<file path="config.mk">
export PLATFORM = sky130hd
export DESIGN_NAME = rename_freelist_mc
export DESIGN_NICKNAME = d
export VERILOG_FILES = /design/src/rtl/rename_freelist_mc.sv
export SDC_FILE = /design/constraint.sdc
export NUM_CORES = 1
export LEC_CHECK = 0
export ABC_AREA = 0
export CELL_PAD_IN_SITES_DETAIL_PLACEMENT = 2
export CELL_PAD_IN_SITES_GLOBAL_PLACEMENT = 2
export CORE_UTILIZATION = 41
export DETAILED_ROUTE_END_ITERATION = 6
export GPL_ROUTABILITY_DRIVEN = 0
export PLACE_DENSITY_LB_ADDON = 0.1
export SYNTH_ARGS = -nofsm -noshare
export SYNTH_HDL_FRONTEND = slang
export SYNTH_SLANG_ARGS = --single-unit
</file>
<file path="constraint.sdc">
create_clock -name Clk -period 10.8 [get_ports Clk]
set_clock_uncertainty 0.15 [all_clocks]
set_input_delay 2.16 -clock Clk [delete_from_list [all_inputs] [get_ports Clk]]
set_output_delay 2.16 -clock Clk [all_outputs]
set_load 0.02 [all_outputs]
</file>
<file path="src/rtl/rename_freelist_mc.sv">
// Multi-port physical-register free list: circular buffer of free tags with
// all-or-nothing multi-tag allocation, batched release, Clean restore and sticky overflow.
module rename_freelist_mc #(
  parameter int PREG_WIDE   = 7,
  parameter int DEPTH       = 32,
  parameter int ALLOC_PORTS = 2,
  parameter int FREE_PORTS  = 2,
  parameter int INIT_COUNT  = 24,
  parameter int INIT_BASE   = 34,
  parameter int INIT_STRIDE = 4
) (
  input  logic                             Clk,
  input  logic                             Rest,
  input  logic [ALLOC_PORTS-1:0]           AllocReq,
  output logic [ALLOC_PORTS*PREG_WIDE-1:0] AllocPreg,
  output logic                             AllocAck,
  input  logic [FREE_PORTS-1:0]            FreeValid,
  input  logic [FREE_PORTS*PREG_WIDE-1:0]  FreeTag,
  input  logic                             CriqClean,
  output logic [$clog2(DEPTH):0]           FreeCount,
  output logic                             CriqEmpty,
  output logic                             ErrOverflow
);

  localparam int IW = $clog2(DEPTH);
  localparam int PW = IW + 1;
  // Wide enough to hold a full count plus a whole release batch without wrapping.
  localparam int CW = PW + 3;

  logic [PREG_WIDE-1:0] mem [DEPTH];
  logic [PW-1:0]        head;
  logic [PW-1:0]        tail;

  logic [CW-1:0] allocRank [ALLOC_PORTS];
  logic [CW-1:0] freeRank  [FREE_PORTS];
  logic [CW-1:0] nA;
  logic [CW-1:0] nF;
  logic [CW-1:0] countExt;
  logic [CW-1:0] grantN;
  logic          freeAccept;

  function automatic logic [PREG_WIDE-1:0] initTag(input int i);
    if (i < INIT_COUNT) return PREG_WIDE'(INIT_BASE + i * INIT_STRIDE);
    return '0;
  endfunction

  always_comb begin
    nA = '0;
    for (int k = 0; k < ALLOC_PORTS; k++) begin
      allocRank[k] = nA;
      nA = nA + CW'(AllocReq[k]);
    end
  end

  always_comb begin
    nF = '0;
    for (int j = 0; j < FREE_PORTS; j++) begin
      freeRank[j] = nF;
      nF = nF + CW'(FreeValid[j]);
    end
  end

  // Look-ahead tags are shown regardless of whether the port is requesting.
  always_comb begin
    AllocPreg = '0;
    for (int k = 0; k < ALLOC_PORTS; k++) begin
      AllocPreg[k*PREG_WIDE +: PREG_WIDE] = mem[IW'(head + PW'(allocRank[k]))];
    end
  end

  assign FreeCount  = tail - head;
  assign CriqEmpty  = (FreeCount == '0);
  assign countExt   = CW'(FreeCount);
  assign AllocAck   = (nA != '0) && (countExt >= nA) && !CriqClean;
  assign grantN     = AllocAck ? nA : '0;
  assign freeAccept = (countExt - grantN + nF) <= CW'(DEPTH);

  // Clean restores the reset image but leaves the sticky error alone.
  always_ff @(posedge Clk or posedge Rest) begin
    if (Rest) begin
      for (int i = 0; i < DEPTH; i++) mem[i] <= initTag(i);
      head        <= '0;
      tail        <= PW'(INIT_COUNT);
      ErrOverflow <= 1'b0;
    end else if (CriqClean) begin
      for (int i = 0; i < DEPTH; i++) mem[i] <= initTag(i);
      head <= '0;
      tail <= PW'(INIT_COUNT);
    end else begin
      if (AllocAck) head <= head + PW'(nA);
      if (freeAccept) begin
        for (int j = 0; j < FREE_PORTS; j++) begin
          if (FreeValid[j]) mem[IW'(tail + PW'(freeRank[j]))] <= FreeTag[j*PREG_WIDE +: PREG_WIDE];
        end
        tail <= tail + PW'(nF);
      end else begin
        ErrOverflow <= 1'b1;
      end
    end
  end

endmodule

</file>
==> flow_metrics.env, run 1 <==
export IMPL_remaining_drc_errors=0
export IMPL_tightest_slew_ns=1.47
export IMPL_max_stage_delay_ns=1.02
export IMPL_netlist_instances=2124
export IMPL_drtAntennaViolNets=0
export IMPL_clkSinkCount=237
export IMPL_hold_depth=1
export IMPL_cts_root_buf="clkbuf_16"
export IMPL_synthTopCellsByCount="mux2i_1, nor2_1, nand2_1"
export IMPL_yosysMostFrequentCell="mux2i_1"
export IMPL_fin_nets=2084
export IMPL_max_cap_viol_count=1
export IMPL_cts_buffer_depth=3
export IMPL_p_leak_nw=8.04
export IMPL_groute_usage_overall_pct=34.7
export IMPL_start_util_pct=41.6
export IMPL_cts_tree="done"
export IMPL_synth_edf_count=0
export IMPL_crit_type="input port to flop"
export IMPL_reg2reg_to="mem[62]"
export IMPL_cp_common_cell="ha_1"
export IMPL_synth_async_reset_ratio_pct=100
export IMPL_htreeDepth=2
export IMPL_slew_headroom_pct=1.64
export IMPL_overflow=0
export IMPL_ys_warnings_count=0
export IMPL_r2r_start="head[0]"
export IMPL_portBuffers=43
export IMPL_crit_path_top_delay_cell="o211ai_4"
export IMPL_hpwl_mm=53.9
export IMPL_powerDensity_mw_per_mm2=176
export IMPL_setup_viol=0
export IMPL_via_per_inst=6.86
export IMPL_end_kind="flop"
export IMPL_grt_pass1_wl_mm=130
export IMPL_synth_ff_type="dfrtp_1"
export IMPL_die_area_sq_mm=0.0494
export IMPL_yosysSeqAreaShare_pct=30.4
export IMPL_syn_avg_cell_area_sq_um=9.37
export IMPL_synth_seq_cells=237
export IMPL_hp_start="ErrOverflow"
export IMPL_fmaxAchievable_mhz=121
export IMPL_cts_resized=0
export IMPL_path_cells="clkdlybuf4s50_1, inv_1, ha_1, ha_1, nand2b_1, a21oi_1, a41oi_1, and3_1, ha_1, fa_1, inv_1, ha_1, a21oi_1, nor2_1, a21oi_1, a2bb2oi_1, xnor2_1, or3_1, o211ai_4, buf_4, a2bb2oi_1"
export IMPL_antenna_found_initial=2
export IMPL_cts_setup_buffers=0
export IMPL_core_region_area_sq_mm=0.0478
export IMPL_fin_crit_sh_pct=76.7
export IMPL_start_kind="input port"
export IMPL_slew_viol_final=0
export IMPL_die_h_um=222
export IMPL_worstHoldEndpoint="ErrOverflow"
export IMPL_cp_required_ns=11.12
export IMPL_rsz0062_at_grt="no"
export IMPL_reg2reg_depth=23
export IMPL_grt_max_degree=134
export IMPL_reg2reg_slack_ns=2.69
export IMPL_synthesis_area_sq_mm=0.0199
export IMPL_synth_nets=2172
export IMPL_crit_fanout=34
export IMPL_tns_ns=0
export IMPL_status="finished with violations"
export IMPL_final_util_pct=45.6
export IMPL_dr_pass1_iters=5
export IMPL_synth_cell_types=67
export IMPL_violations="capacitance limit"
export IMPL_crit_arrival_ns=8.60
export IMPL_hold_buffers=0
export IMPL_area_growth_pct=9.51
export IMPL_die_w_um=222
export IMPL_yosysTopAreaCell="dfrtp_1"
export IMPL_hold_class="flop to flop"
export IMPL_drtIter0Drc=1503
export IMPL_crit_start="AllocReq[0]"
export IMPL_vdd_ir_drop_max_v=0.000160
export IMPL_grt_pass1_vias=19500
export IMPL_post_drt_wl_per_cell_um=32.0
export IMPL_path_clk_slew_ns=0.05
export IMPL_cts_made_buffers=34
export IMPL_hold_violations=0
export IMPL_synth_top_area_share_pct=18.0
export IMPL_vias=18400
export IMPL_routed_wl_mm=85.6
export IMPL_clk_latency_ns=0.55
export IMPL_post_route_min_period_ns=8.29
export IMPL_yosys_top_cells_area="dfrtp_1, mux2i_1, dfstp_2"
export IMPL_drive_above_1_share_pct=19.9
export IMPL_rows=80
export IMPL_io_pins=44
==> final cells by class <==
cell class	instances	area, sq um
fillers	5079	26100
diodes	1	2.50
flip-flops and latches	237	6050
inverters	24	100
clock buffers	47	991
multi-input cells	1656	13000
repair buffers	83	769
well taps	615	769
clock inverters	13	124
==> registers in the layout, indices dropped and copies added, names as in the netlist <==
| register | cells |
|---|---|
| ErrOverflow | 1 |
| head | 6 |
| mem | 224 |
| tail | 6 |
==> per-stage QoR <==
stage	cells	instance area (sq um)	power [mW]	setup slack [ns]	hold slack, ns
final	2676	21800	3.84	2.51	0.316
after global routing	2675	21800	3.98	2.10	0.360
after CTS	2675	21800	3.84	2.47	0.323
after detailed placement	2615	20700	2.67	1.93	0.309
after global placement	2615	20700	2.62	2.18	0.304
after floorplan	2124	19900	2.15	2.14	0.346
==> metal layers <==
metal / track usage, % / routed length, um / vias to the layer above
met3: 6.03 / 5040 / 189
met4: 13.8 / 3360 / 4
met2: 54.7 / 39600 / 580
li1: - / - / 7722
met5: 0 / 27 / -
met1: 47.2 / 37500 / 9857
==> cells by family after synthesis <==
family,Yosys count,share of synthesized area [%]
buffers and inverters,231,4.75
xor gates and xnor gates,13,0.610
DFF,237,30.4
AOI/OAI and AO/OA,467,16.7
and+or+nand+nor,661,14.0
muxes,488,31.7
adders and majority gates,27,1.89
==> critical path: cells and delay by family <==
family / cells / cell delay, ns
AO/OA/AOI/OAI: 7 / 2.44
XOR/XNOR: 1 / 0.13
adder cells (fa/ha/maj): 5 / 1.70
buffers and inverters: 4 / 1.14
AND/OR/NAND/NOR: 4 / 1.02
==> cell usage in the layout (no fill, tap or decap), types with 5 or more instances in the layout <==
master           netlist  routed
mux4_2               105     105
nand2b_1               9       9
o221ai_1              26      26
clkinv_2               0       8
fa_1                   5       5
and3_1                 8       8
and2_1                13      13
clkdlybuf4s50_1        0      42
dfrtp_1              143     141
clkbuf_8               0       7
nor3_1                10       7
ha_1                  22      20
inv_1                 21      19
mux2i_1              300     300
o311ai_0              12      12
clkbuf_16              0      35
a21oi_1               84      84
o22ai_1               10      10
o21ai_0               79      79
a311oi_1               7       7
nand3b_1               5       5
or2_2                  5       5
mux2_2                83      83
buf_4                  0      37
xnor2_1                9       7
nor2_1               271     271
nor2b_1                7       7
clkbuf_1             166       5
nand2_1              244     244
dfstp_2               94      94
a2bb2oi_1             55      54
nand3_1               72      72
a22o_1                61      61
a211oi_1              59      59
o211ai_1              40      40
==> power by group <==
| group | internal [mW] | leakage, nW | switching (mW) |
|---|---|---|---|
| registers | 0.962 | 2.96 | 0.122 |
| clock network | 0.689 | 0.552 | 0.471 |
| logic | 0.588 | 4.53 | 1.01 |
==> how the worst max path moves through the flow <==
stage / end / slack (ns)
after global placement: mem[60] / 2.18
after floorplan: ErrOverflow / 2.14
final: mem[62] / 2.51
after CTS: mem[62] / 2.47
after detailed placement: mem[62] / 1.93
after global routing: mem[62] / 2.10
(Power assumes the default switching activity.)
==> run 2, diff against run 1 <==
--- a/config.mk
+++ b/config.mk
@@ -8,7 +8,7 @@
 export ABC_AREA = 0
 export CELL_PAD_IN_SITES_DETAIL_PLACEMENT = 2
 export CELL_PAD_IN_SITES_GLOBAL_PLACEMENT = 2
-export CORE_UTILIZATION = 41
+export CORE_UTILIZATION = 37
 export DETAILED_ROUTE_END_ITERATION = 6
 export GPL_ROUTABILITY_DRIVEN = 0
 export PLACE_DENSITY_LB_ADDON = 0.1
==> constraint.sdc (replaced) <==
create_clock -name Clk -period 7.5 [get_ports Clk]
set_clock_uncertainty 0.15 [all_clocks]
set_input_delay 1.5 -clock Clk [delete_from_list [all_inputs] [get_ports Clk]]
set_output_delay 1.5 -clock Clk [all_outputs]
set_load 0.02 [all_outputs]
==> flow_metrics.env, run 2 (synthesized netlist as in run 1, its figures left out) <==
export IMPL_status="finished, final reports clean"
export IMPL_area_growth_pct=10.5
export IMPL_placed_cells=2705
export IMPL_holdWs_ns=0.322
export IMPL_largest_register="mem"
export IMPL_fin_area_sq_mm=0.0220
export IMPL_drtIter0Drc=1238
export IMPL_dr_pass1_iters=7
export IMPL_fmaxAchievable_mhz=145
export IMPL_p_leak_nw=8.12
export IMPL_hold_buffers=0
export IMPL_hp_start="ErrOverflow"
export IMPL_io_pins=44
export IMPL_worst_path_buf_inv=6
export IMPL_reg2reg_depth=24
export IMPL_diodes=0
export IMPL_slew_viol_final=0
export IMPL_drtAntennaViolNets=0
export IMPL_vias=18300
export IMPL_path_cells="buf_4, inv_1, ha_1, inv_1, fa_1, a21o_1, a21oi_2, xor2_1, inv_2, nor2_1, a41oi_1, and3_1, ha_1, fa_1, inv_1, ha_1, a21o_1, a31oi_1, nand3_1, mux2i_1, or3_1, o211a_2, buf_4, a22o_1"
export IMPL_crit_type="flop to flop"
export IMPL_cp_required_ns=7.83
export IMPL_groute_usage_overall_pct=32.5
export IMPL_rsz0062_at_grt="no"
export IMPL_core_region_area_sq_mm=0.0529
export IMPL_tightest_slew_ns=1.24
export IMPL_hold_depth=1
export IMPL_final_common_cell="mux2i_1"
export IMPL_remaining_drc_errors=0
export IMPL_tns_ns=0
export IMPL_start_kind="flop"
export IMPL_setup_viol=0
export IMPL_reg2reg_slack_ns=0.58
export IMPL_grt_pass1_vias=19600
export IMPL_die_h_um=234
export IMPL_slew_headroom_pct=17.1
export IMPL_final_cell_mix="mux2i_1, nor2_1, nand2_1"
export IMPL_fin_crit_sh_pct=92.2
export IMPL_max_stage_delay_ns=0.63
export IMPL_max_cap_viol_count=0
export IMPL_largest_registers="mem: 224 flops, head: 6 flops, tail: 6 flops"
export IMPL_end_kind="flop"
export IMPL_via_per_inst=6.61
export IMPL_overflow=0
export IMPL_post_route_min_period_ns=6.92
export IMPL_largest_reg_flops=224
export IMPL_routed_wl_mm=88.0
export IMPL_final_cells=2766
export IMPL_cts_resized=0
export IMPL_worstHoldEndpoint="ErrOverflow"
export IMPL_drive_above_1_share_pct=20.3
export IMPL_die_w_um=234
export IMPL_hold_class="flop to flop"
export IMPL_clk_latency_ns=0.54
export IMPL_crit_arrival_ns=7.25
export IMPL_cts_root_buf="clkbuf_16"
export IMPL_hpwl_mm=55.9
export IMPL_die_area_sq_mm=0.0547
export IMPL_htreeDepth=2
export IMPL_clkSinkCount=237
export IMPL_portBuffers=43
export IMPL_cts_buffer_depth=3
export IMPL_vdd_ir_drop_max_v=0.000221
export IMPL_r2r_start="tail[0]"
export IMPL_cts_setup_buffers=0
export IMPL_crit_fanout=60
export IMPL_critPathTopFamily="adder cells"
export IMPL_place_area_sq_mm=0.0209
export IMPL_path_clk_slew_ns=0.06
export IMPL_cts_made_buffers=34
export IMPL_reg2reg_to="mem[9]"
export IMPL_rows=84
export IMPL_crit_path_top_delay_cell="buf_4"
export IMPL_grt_pass1_wl_mm=132
export IMPL_cts_tree="done"
export IMPL_hold_violations=0
export IMPL_powerDensity_mw_per_mm2=254
export IMPL_start_util_pct=37.6
export IMPL_grt_max_degree=143
export IMPL_post_drt_wl_per_cell_um=31.8
export IMPL_antenna_found_initial=3
export IMPL_nFillCells=5720
export IMPL_fin_nets=2101
-- run 2: cell types whose count changed in the layout (fill, tap and decap cells not counted), sizes merged, moves of 2 or more --
cell and change:
clkdlybuf4s50 -8, bufinv -2, buf +25, clkinv -7, clkbuf +12
-- run 2: cell type report --
type                       count  area (sq um)  share of cell area, %
clock buffer                  59          1050                   4.75
clock inverter                 2          13.8                 0.0626
inverter                      24          96.3                  0.438
multi-input combinational   1656         13000                   59.0
sequential                   237          6050                   27.5
tap                          688           861                   3.91
timing repair buffer         100           957                   4.35
-- run 2: worst max path at each step --
stage	end	cells past startpoint	slack (ns)	startpoint
6_report	mem[9]	24	0.58	tail[0]
5_1_grt	mem[9]	25	0.24	tail[0]
4_1_cts	mem[9]	24	0.62	tail[0]
3_5_place_dp	mem[9]	20	0.28	AllocReq[0]
3_3_place_gp	mem[168]	21	0.43	AllocReq[0]
2_1_floorplan	mem[112]	23	1.27	AllocReq[0]
-- run 2: through the flow --
step / setup slack (ns) / utilization (%) / power (mW)
CTS: 0.620 / 41.6 / 5.59
floorplan: 1.27 / - / 3.10
global route: 0.235 / 41.6 / 5.80
finish: 0.583 / 41.6 / 5.58
detailed placement: 0.276 / 39.6 / 3.95
global placement: 0.434 / 39.6 / 3.88
-- run 2: layer usage --
metal / global-route usage, % / part of all wire [%] / wire [um]
met1: 44.7 / 45 / 40000
met2: 51.3 / 46 / 40300
met3: 4.94 / 5.2 / 4590
met4: 12.3 / 3.6 / 3160
met5: 0 / 0 / 0
-- run 2: power by group --
part | leakage, nW | total, mW | internal, mW | switching, mW
registers | 2.96 | 1.50 | 1.39 | 0.114
clock network | 0.516 | 1.62 | 0.943 | 0.677
logic | 4.64 | 2.46 | 0.881 | 1.58
